--- config.mk ---
export PLATFORM = sky130hd
export DESIGN_NAME = iommu_pdt_walker
export DESIGN_NICKNAME = d
export VERILOG_FILES = /design/src/rtl/iommu_pdt_walker.sv
export SDC_FILE = /design/constraint.sdc
export NUM_CORES = 1
export LEC_CHECK = 0
export BUFFER_PORTS_ARGS = -buffer_cell sky130_fd_sc_hd__buf_2
export CAP_MARGIN = 20
export CORE_MARGIN = 5
export CORE_UTILIZATION = 30
export CTS_CLUSTER_DIAMETER = 200
export DETAILED_ROUTE_END_ITERATION = 7
export GPL_TIMING_DRIVEN = 0
export MAX_ROUTING_LAYER = met4
export PLACE_DENSITY = 0.53
export SKIP_LAST_GASP = 1
export SLEW_MARGIN = 30
export SYNTH_ARGS = -nofsm -noshare
export SYNTH_HDL_FRONTEND = slang
export SYNTH_SLANG_ARGS = --single-unit
--- constraint.sdc ---
create_clock -name clk_i -period 1.8 [get_ports clk_i]
set_input_delay 0.18 -clock clk_i [delete_from_list [all_inputs] [get_ports clk_i]]
set_output_delay 0.18 -clock clk_i [all_outputs]
set_load 0.02 [all_outputs]
--- src/rtl/iommu_pdt_walker.sv ---
// Process Directory Table walker: resolves a PDTC miss by walking PD8/PD17/PD20
// and returns the 16-byte leaf process context to the PDTC, or a PDT fault cause.
module iommu_pdt_walker #(
  parameter int unsigned ADDR_W = 56
) (
  input  logic              clk_i,
  input  logic              rst_ni,
  input  logic              req_i,
  input  logic [23:0]       did_i,
  input  logic [19:0]       pid_i,
  input  logic [3:0]        pdtp_mode_i,
  input  logic [43:0]       pdtp_ppn_i,
  output logic              busy_o,
  input  logic              flush_i,
  output logic              mem_req_o,
  output logic [ADDR_W-1:0] mem_addr_o,
  input  logic              mem_gnt_i,
  input  logic              mem_rvalid_i,
  input  logic [63:0]       mem_rdata_i,
  input  logic              mem_err_i,
  output logic              up_valid_o,
  output logic [23:0]       up_did_o,
  output logic [19:0]       up_pid_o,
  output logic [127:0]      up_content_o,
  output logic              done_o,
  output logic              error_o,
  output logic [11:0]       cause_o,
  output logic              aborted_o
);

  localparam logic [11:0] CAUSE_PDT_ACCESS  = 12'd265;
  localparam logic [11:0] CAUSE_PDT_INVALID = 12'd266;
  localparam logic [11:0] CAUSE_PDT_MISCONF = 12'd267;

  typedef enum logic [2:0] {
    IDLE, NL_REQ, NL_WAIT, TA_REQ, TA_WAIT, FSC_REQ, FSC_WAIT, DONE
  } state_e;

  state_e       state_q, state_d;
  logic [23:0]  did_q, did_d;
  logic [19:0]  pid_q, pid_d;
  logic [43:0]  ppn_q, ppn_d;
  logic         l2_q, l2_d;
  logic         abort_q, abort_d;
  logic         hold_q, hold_d;
  logic         err_q, err_d;
  logic [11:0]  cause_q, cause_d;
  logic [63:0]  ta_q, ta_d;
  logic [63:0]  fsc_q, fsc_d;

  logic [55:0]  base_addr, nl_addr, ta_addr, addr_sel;
  logic [8:0]   nl_idx;
  logic         nl_rsvd;

  always_comb begin
    base_addr = {ppn_q, 12'h000};
    nl_idx    = l2_q ? {6'd0, pid_q[19:17]} : pid_q[16:8];
    nl_addr   = base_addr + {44'd0, nl_idx, 3'd0};
    ta_addr   = base_addr + {44'd0, pid_q[7:0], 4'd0};
    nl_rsvd   = (|mem_rdata_i[63:54]) | (|mem_rdata_i[9:1]);
  end

  // A request that was presented but not yet granted must be held even if a flush
  // arrives; an abort only prevents fresh requests from being raised.
  always_comb begin
    state_d    = state_q;
    did_d      = did_q;
    pid_d      = pid_q;
    ppn_d      = ppn_q;
    l2_d       = l2_q;
    abort_d    = abort_q | flush_i;
    err_d      = err_q;
    cause_d    = cause_q;
    ta_d       = ta_q;
    fsc_d      = fsc_q;
    mem_req_o  = 1'b0;
    addr_sel   = 56'd0;
    case (state_q)
      IDLE: begin
        abort_d = 1'b0;
        if (req_i) begin
          did_d   = did_i;
          pid_d   = pid_i;
          ppn_d   = pdtp_ppn_i;
          err_d   = 1'b0;
          abort_d = flush_i;
          l2_d    = (pdtp_mode_i == 4'd3);
          case (pdtp_mode_i)
            4'd1:       state_d = TA_REQ;
            4'd2, 4'd3: state_d = NL_REQ;
            default: begin
              state_d = DONE;
              err_d   = 1'b1;
              cause_d = CAUSE_PDT_MISCONF;
            end
          endcase
        end
      end
      NL_REQ, TA_REQ, FSC_REQ: begin
        if (abort_q && !hold_q) begin
          state_d = DONE;
        end else begin
          mem_req_o = 1'b1;
          if (state_q == NL_REQ)      addr_sel = nl_addr;
          else if (state_q == TA_REQ) addr_sel = ta_addr;
          else                        addr_sel = ta_addr + 56'd8;
          if (mem_gnt_i) begin
            if (state_q == NL_REQ)      state_d = NL_WAIT;
            else if (state_q == TA_REQ) state_d = TA_WAIT;
            else                        state_d = FSC_WAIT;
          end
        end
      end
      NL_WAIT: begin
        if (mem_rvalid_i) begin
          if (abort_q) begin
            state_d = DONE;
          end else if (mem_err_i) begin
            state_d = DONE;
            err_d   = 1'b1;
            cause_d = CAUSE_PDT_ACCESS;
          end else if (nl_rsvd) begin
            state_d = DONE;
            err_d   = 1'b1;
            cause_d = CAUSE_PDT_MISCONF;
          end else if (!mem_rdata_i[0]) begin
            state_d = DONE;
            err_d   = 1'b1;
            cause_d = CAUSE_PDT_INVALID;
          end else begin
            ppn_d   = mem_rdata_i[53:10];
            l2_d    = 1'b0;
            state_d = l2_q ? NL_REQ : TA_REQ;
          end
        end
      end
      TA_WAIT: begin
        if (mem_rvalid_i) begin
          if (abort_q) begin
            state_d = DONE;
          end else if (mem_err_i) begin
            state_d = DONE;
            err_d   = 1'b1;
            cause_d = CAUSE_PDT_ACCESS;
          end else begin
            ta_d    = mem_rdata_i;
            state_d = FSC_REQ;
          end
        end
      end
      FSC_WAIT: begin
        if (mem_rvalid_i) begin
          state_d = DONE;
          if (!abort_q) begin
            if (mem_err_i) begin
              err_d   = 1'b1;
              cause_d = CAUSE_PDT_ACCESS;
            end else begin
              fsc_d = mem_rdata_i;
              if (!ta_q[0]) begin
                err_d   = 1'b1;
                cause_d = CAUSE_PDT_INVALID;
              end
            end
          end
        end
      end
      DONE: begin
        state_d = IDLE;
        abort_d = 1'b0;
      end
      default: state_d = IDLE;
    endcase
    hold_d = mem_req_o & ~mem_gnt_i;
  end

  always_ff @(posedge clk_i or negedge rst_ni) begin
    if (!rst_ni) begin
      state_q <= IDLE;
      did_q   <= '0;
      pid_q   <= '0;
      ppn_q   <= '0;
      l2_q    <= 1'b0;
      abort_q <= 1'b0;
      hold_q  <= 1'b0;
      err_q   <= 1'b0;
      cause_q <= '0;
      ta_q    <= '0;
      fsc_q   <= '0;
    end else begin
      state_q <= state_d;
      did_q   <= did_d;
      pid_q   <= pid_d;
      ppn_q   <= ppn_d;
      l2_q    <= l2_d;
      abort_q <= abort_d;
      hold_q  <= hold_d;
      err_q   <= err_d;
      cause_q <= cause_d;
      ta_q    <= ta_d;
      fsc_q   <= fsc_d;
    end
  end

  // A flush landing in the DONE cycle still suppresses the update.
  assign mem_addr_o   = ADDR_W'(addr_sel);
  assign busy_o       = (state_q != IDLE);
  assign done_o       = (state_q == DONE);
  assign aborted_o    = done_o & (abort_q | flush_i);
  assign up_valid_o   = done_o & ~err_q & ~aborted_o;
  assign error_o      = done_o & err_q & ~aborted_o;
  assign cause_o      = cause_q;
  assign up_did_o     = did_q;
  assign up_pid_o     = pid_q;
  assign up_content_o = {ta_q, fsc_q};

endmodule

==> summary.md <==
| Metric | Value |
|---|---|
| Total track usage | 19.7% |
| Final hold violations | 0 |
| P_leak | 8.38 nW |
| RR Startpoint | abort_q |
| Switching Power | 10.2 mW |
| Number of distinct library cells after synthesis | 43 |
| # rows | 66 |
| Register share of total power | 33.1% |
| Slew HR | 63.1% |
| Asr flop ratio synth | 100% |
| Most frequent cells in the layout | buf_2 (338), dfrtp_1 (225), dlygate4sd3_1 (157), mux2_2 (107), nand2_1 (95) |
| Net Sw Frac | 38.1% |
| Fin nets | 1609 |
| Largest net degree at the start of global routing | 76 |
| Initial antenna violation count | 2 |
| Violations in the final reports | negative setup slack |
| FMAX | 0.473 GHz |
| Fraction of layout cells with a size suffix above 1 | 55.6% |
| Area growth, synth to finish | 70.0% |
| Vias | 8812 |
| Die width | 192 um |
| Setup slack, reg-to-reg | -0.31 ns |
| Syn. warnings | 0 |
| Vias in the first global route | 9405 |
| Global route total overflow | 0 |
| Post-synthesis sequential area ratio | 57.1% |
| Max_cap viols | 0 |
| Initial DRC Count | 345 |
| Placeable core region | 32500 um^2 |
| Worst Setup EP | ta_q[61] |
| Clock Tree Buf Depth | 3 |
| Synth Area per Inst | 12.5 um^2 |
| Yosys top cell by area | dfrtp_1 |
| Top FF cell, synth | dfrtp_1 |
| Initial Util | 30.4% |
| Setup crit end kind | register |
| Setup slack after layout | -0.312 ns |
| Clock latency on the worst-skew pair | 0.54 ns |
| Least-Margin Pin Slew | 0.551 ns |
| H-Tree Depth | 1 |
| CTS root buf | clkbuf_16 |
| Number of I/O pins | 409 |
| Worst-path fanout max | 4 |
| Max VDD drop | 0.00120 V |
| Placer's final routability congestion estimate | 0.803 |
| Die area | 36700 um^2 |
| Post-synth EDFFs | 0 |
| Setup violations, final | 281 |
| DRC | 0 |
| PortBufs | 397 |
| Status | complete, but fails checks |
| Clk_skew | 0.0132 ns |
| Yosys top cell area share | 57.1% |
| Clock tree sinks | 226 |
| Logic pwr share | 46.5% |
| Worst Hold Margin | 0.0621 ns |
| First-pass GRT wire length | 55000 um |
| Path type of the worst min-delay path | in2reg |
| CTS clk-pin slew, worst paths | 0.06 ns |
| Drt via density | 4.61 |
| Final min period | 2.11 ns |
| CP required | 2.22 ns |
| FF-to-FF path depth | 8 |
| DR WL/cell | 19.8 um |
| Synth Register Bits | 226 |
| Slew Limit Fails | 0 |
| Reg2Reg Capture Point | ta_q[61] |
| Critical path arrival | 2.53 ns |
| Inserted Clock Buffers | 27 |
| Power Density | 1590 nW/um^2 |
| Commonest non-fill, non-tap cell in the layout | buf_2 |
| RSZ-0062 raised after global routing | true |
| Power Internal | 16.5 mW |
| Power Total | 26.7 mW |
| Syn Inst Count | 789 |
| Dpl hpwl | 24900 um |
| Top cells by area, synth | dfrtp_1 (57%), mux2_2 (13%), mux2_4 (9.1%) |
| Final period util | 117% |
| Clock power frac | 20.4% |
| Drt first pass iters | 6 |
| Crit path launch type | register |
| DIE HEIGHT | 192 um |
| Critical Path Source | abort_q |
| Post-Syn Area | 9900 um^2 |
| Remaining antenna violation count | 0 |
| Worst setup path class | reg2reg |
| Post-Route WL | 37800 um |
| CTS tree | yes |
## flip-flops by register name, indices dropped and copies added, names as in the netlist, 3 cells and up
| register | flops |
|---|---|
| cause_o | 3 |
| ppn_q | 44 |
| up_did_o | 24 |
| up_pid_o | 20 |
| fsc_q | 64 |
| ta_q | 64 |
| state_q | 3 |
## power by group through the flow
stage	Clock, mW	Combinational [mW]	Sequential [mW]
global route	5.78	13.2	9.15
detailed placement	0	10.3	8.79
global placement	0	10.2	8.73
finish	5.45	12.4	8.86
floorplan	0	4.26	11.0
CTS	5.60	11.8	8.79
## layout make-up
type	count	area, um^2
inverters	3	17.5
clock inverters	10	106
clock buffers	40	774
diodes	2	5.00
repair buffers	619	4780
flip-flops and latches	226	5660
plain buffers	59	662
well taps	442	553
multi-input cells	510	4270
fillers	2921	15700
## per-layer routing
layer	routed length, um	global-route usage [%]
met5	0	-
met4	987	4.70
met3	2760	4.80
met2	18700	33.9
met1	15400	23.5
## timing repair
item,4_1_cts,5_1_grt
resized for setup,254,67
setup buffers,26,20
hold buffers,157,0
cloned,9,8
endpoints found under the hold margin,396,0
setup endpoints to repair,272,282
pin swaps,30,28
## synthesized netlist by cell type (2+ instances only)
cell type,number
mux2_4,60
nor2b_1,2
o31ai_1,3
mux2_2,114
nor4_2,2
clkbuf_1,15
nor3_1,3
nor3b_1,6
a31oi_1,45
mux2i_1,4
dfrtp_1,226
o21ai_0,8
buf_4,16
o211ai_1,2
inv_1,3
nand3_1,4
buf_6,7
nand2b_1,4
nor4_1,6
nor2_1,62
a21oi_1,11
o21bai_1,2
and2_1,45
nand2_1,99
buf_2,22
## logic make-up (layout without fill, tap and decap cells)
group / count (synthesis) / count (layout) / synth area share (%)
AOI/OAI and AO/OA: 80 / 80 / 5.12
buffers and inverters: 63 / 731 / 3.81
DFF: 226 / 226 / 57.1
muxes: 178 / 178 / 22.5
other: 1 / 13 / 0.0379
and+or+nand+nor: 241 / 241 / 11.4
## critical path, stage by stage, from the launching register on
cell	delay [ns]
dfrtp_1	0.37
buf_6	0.13
nor2_4	0.11
nand2_2	0.07
or4b_4	0.60
buf_16	0.19
buf_12	0.13
buf_8	0.12
mux2_4	0.28
## worst min path at each step
stage | cells after the start | slack, ns | end | start
floorplan | 0 | -0.12 | abort_q | rst_ni
global placement | 2 | 0.38 | hold_q | mem_gnt_i
detailed placement | 1 | 0.07 | ta_q[38] | rst_ni
CTS | 4 | 0.02 | l2_q | pdtp_mode_i[2]
global route | 3 | 0.09 | abort_q | req_i
finish | 4 | 0.06 | l2_q | pdtp_mode_i[2]
## through the flow
step / setup TNS [ns] / cells / area, um^2 / setup WS (ns) / utilization [%]
floorplan: -1.18 / 799 / 9950 / -0.0206 / -
global placement: -946.75 / 1638 / 12500 / -3.74 / 38.4
detailed placement: -92.93 / 1641 / 12600 / -0.648 / 38.7
CTS: -34.12 / 1883 / 16300 / -0.318 / 50.2
global route: -72.06 / 1911 / 16800 / -0.382 / 51.7
finish: -51.90 / 1911 / 16800 / -0.312 / 51.7
No activity file was read; power rests on OpenSTA's default activity.
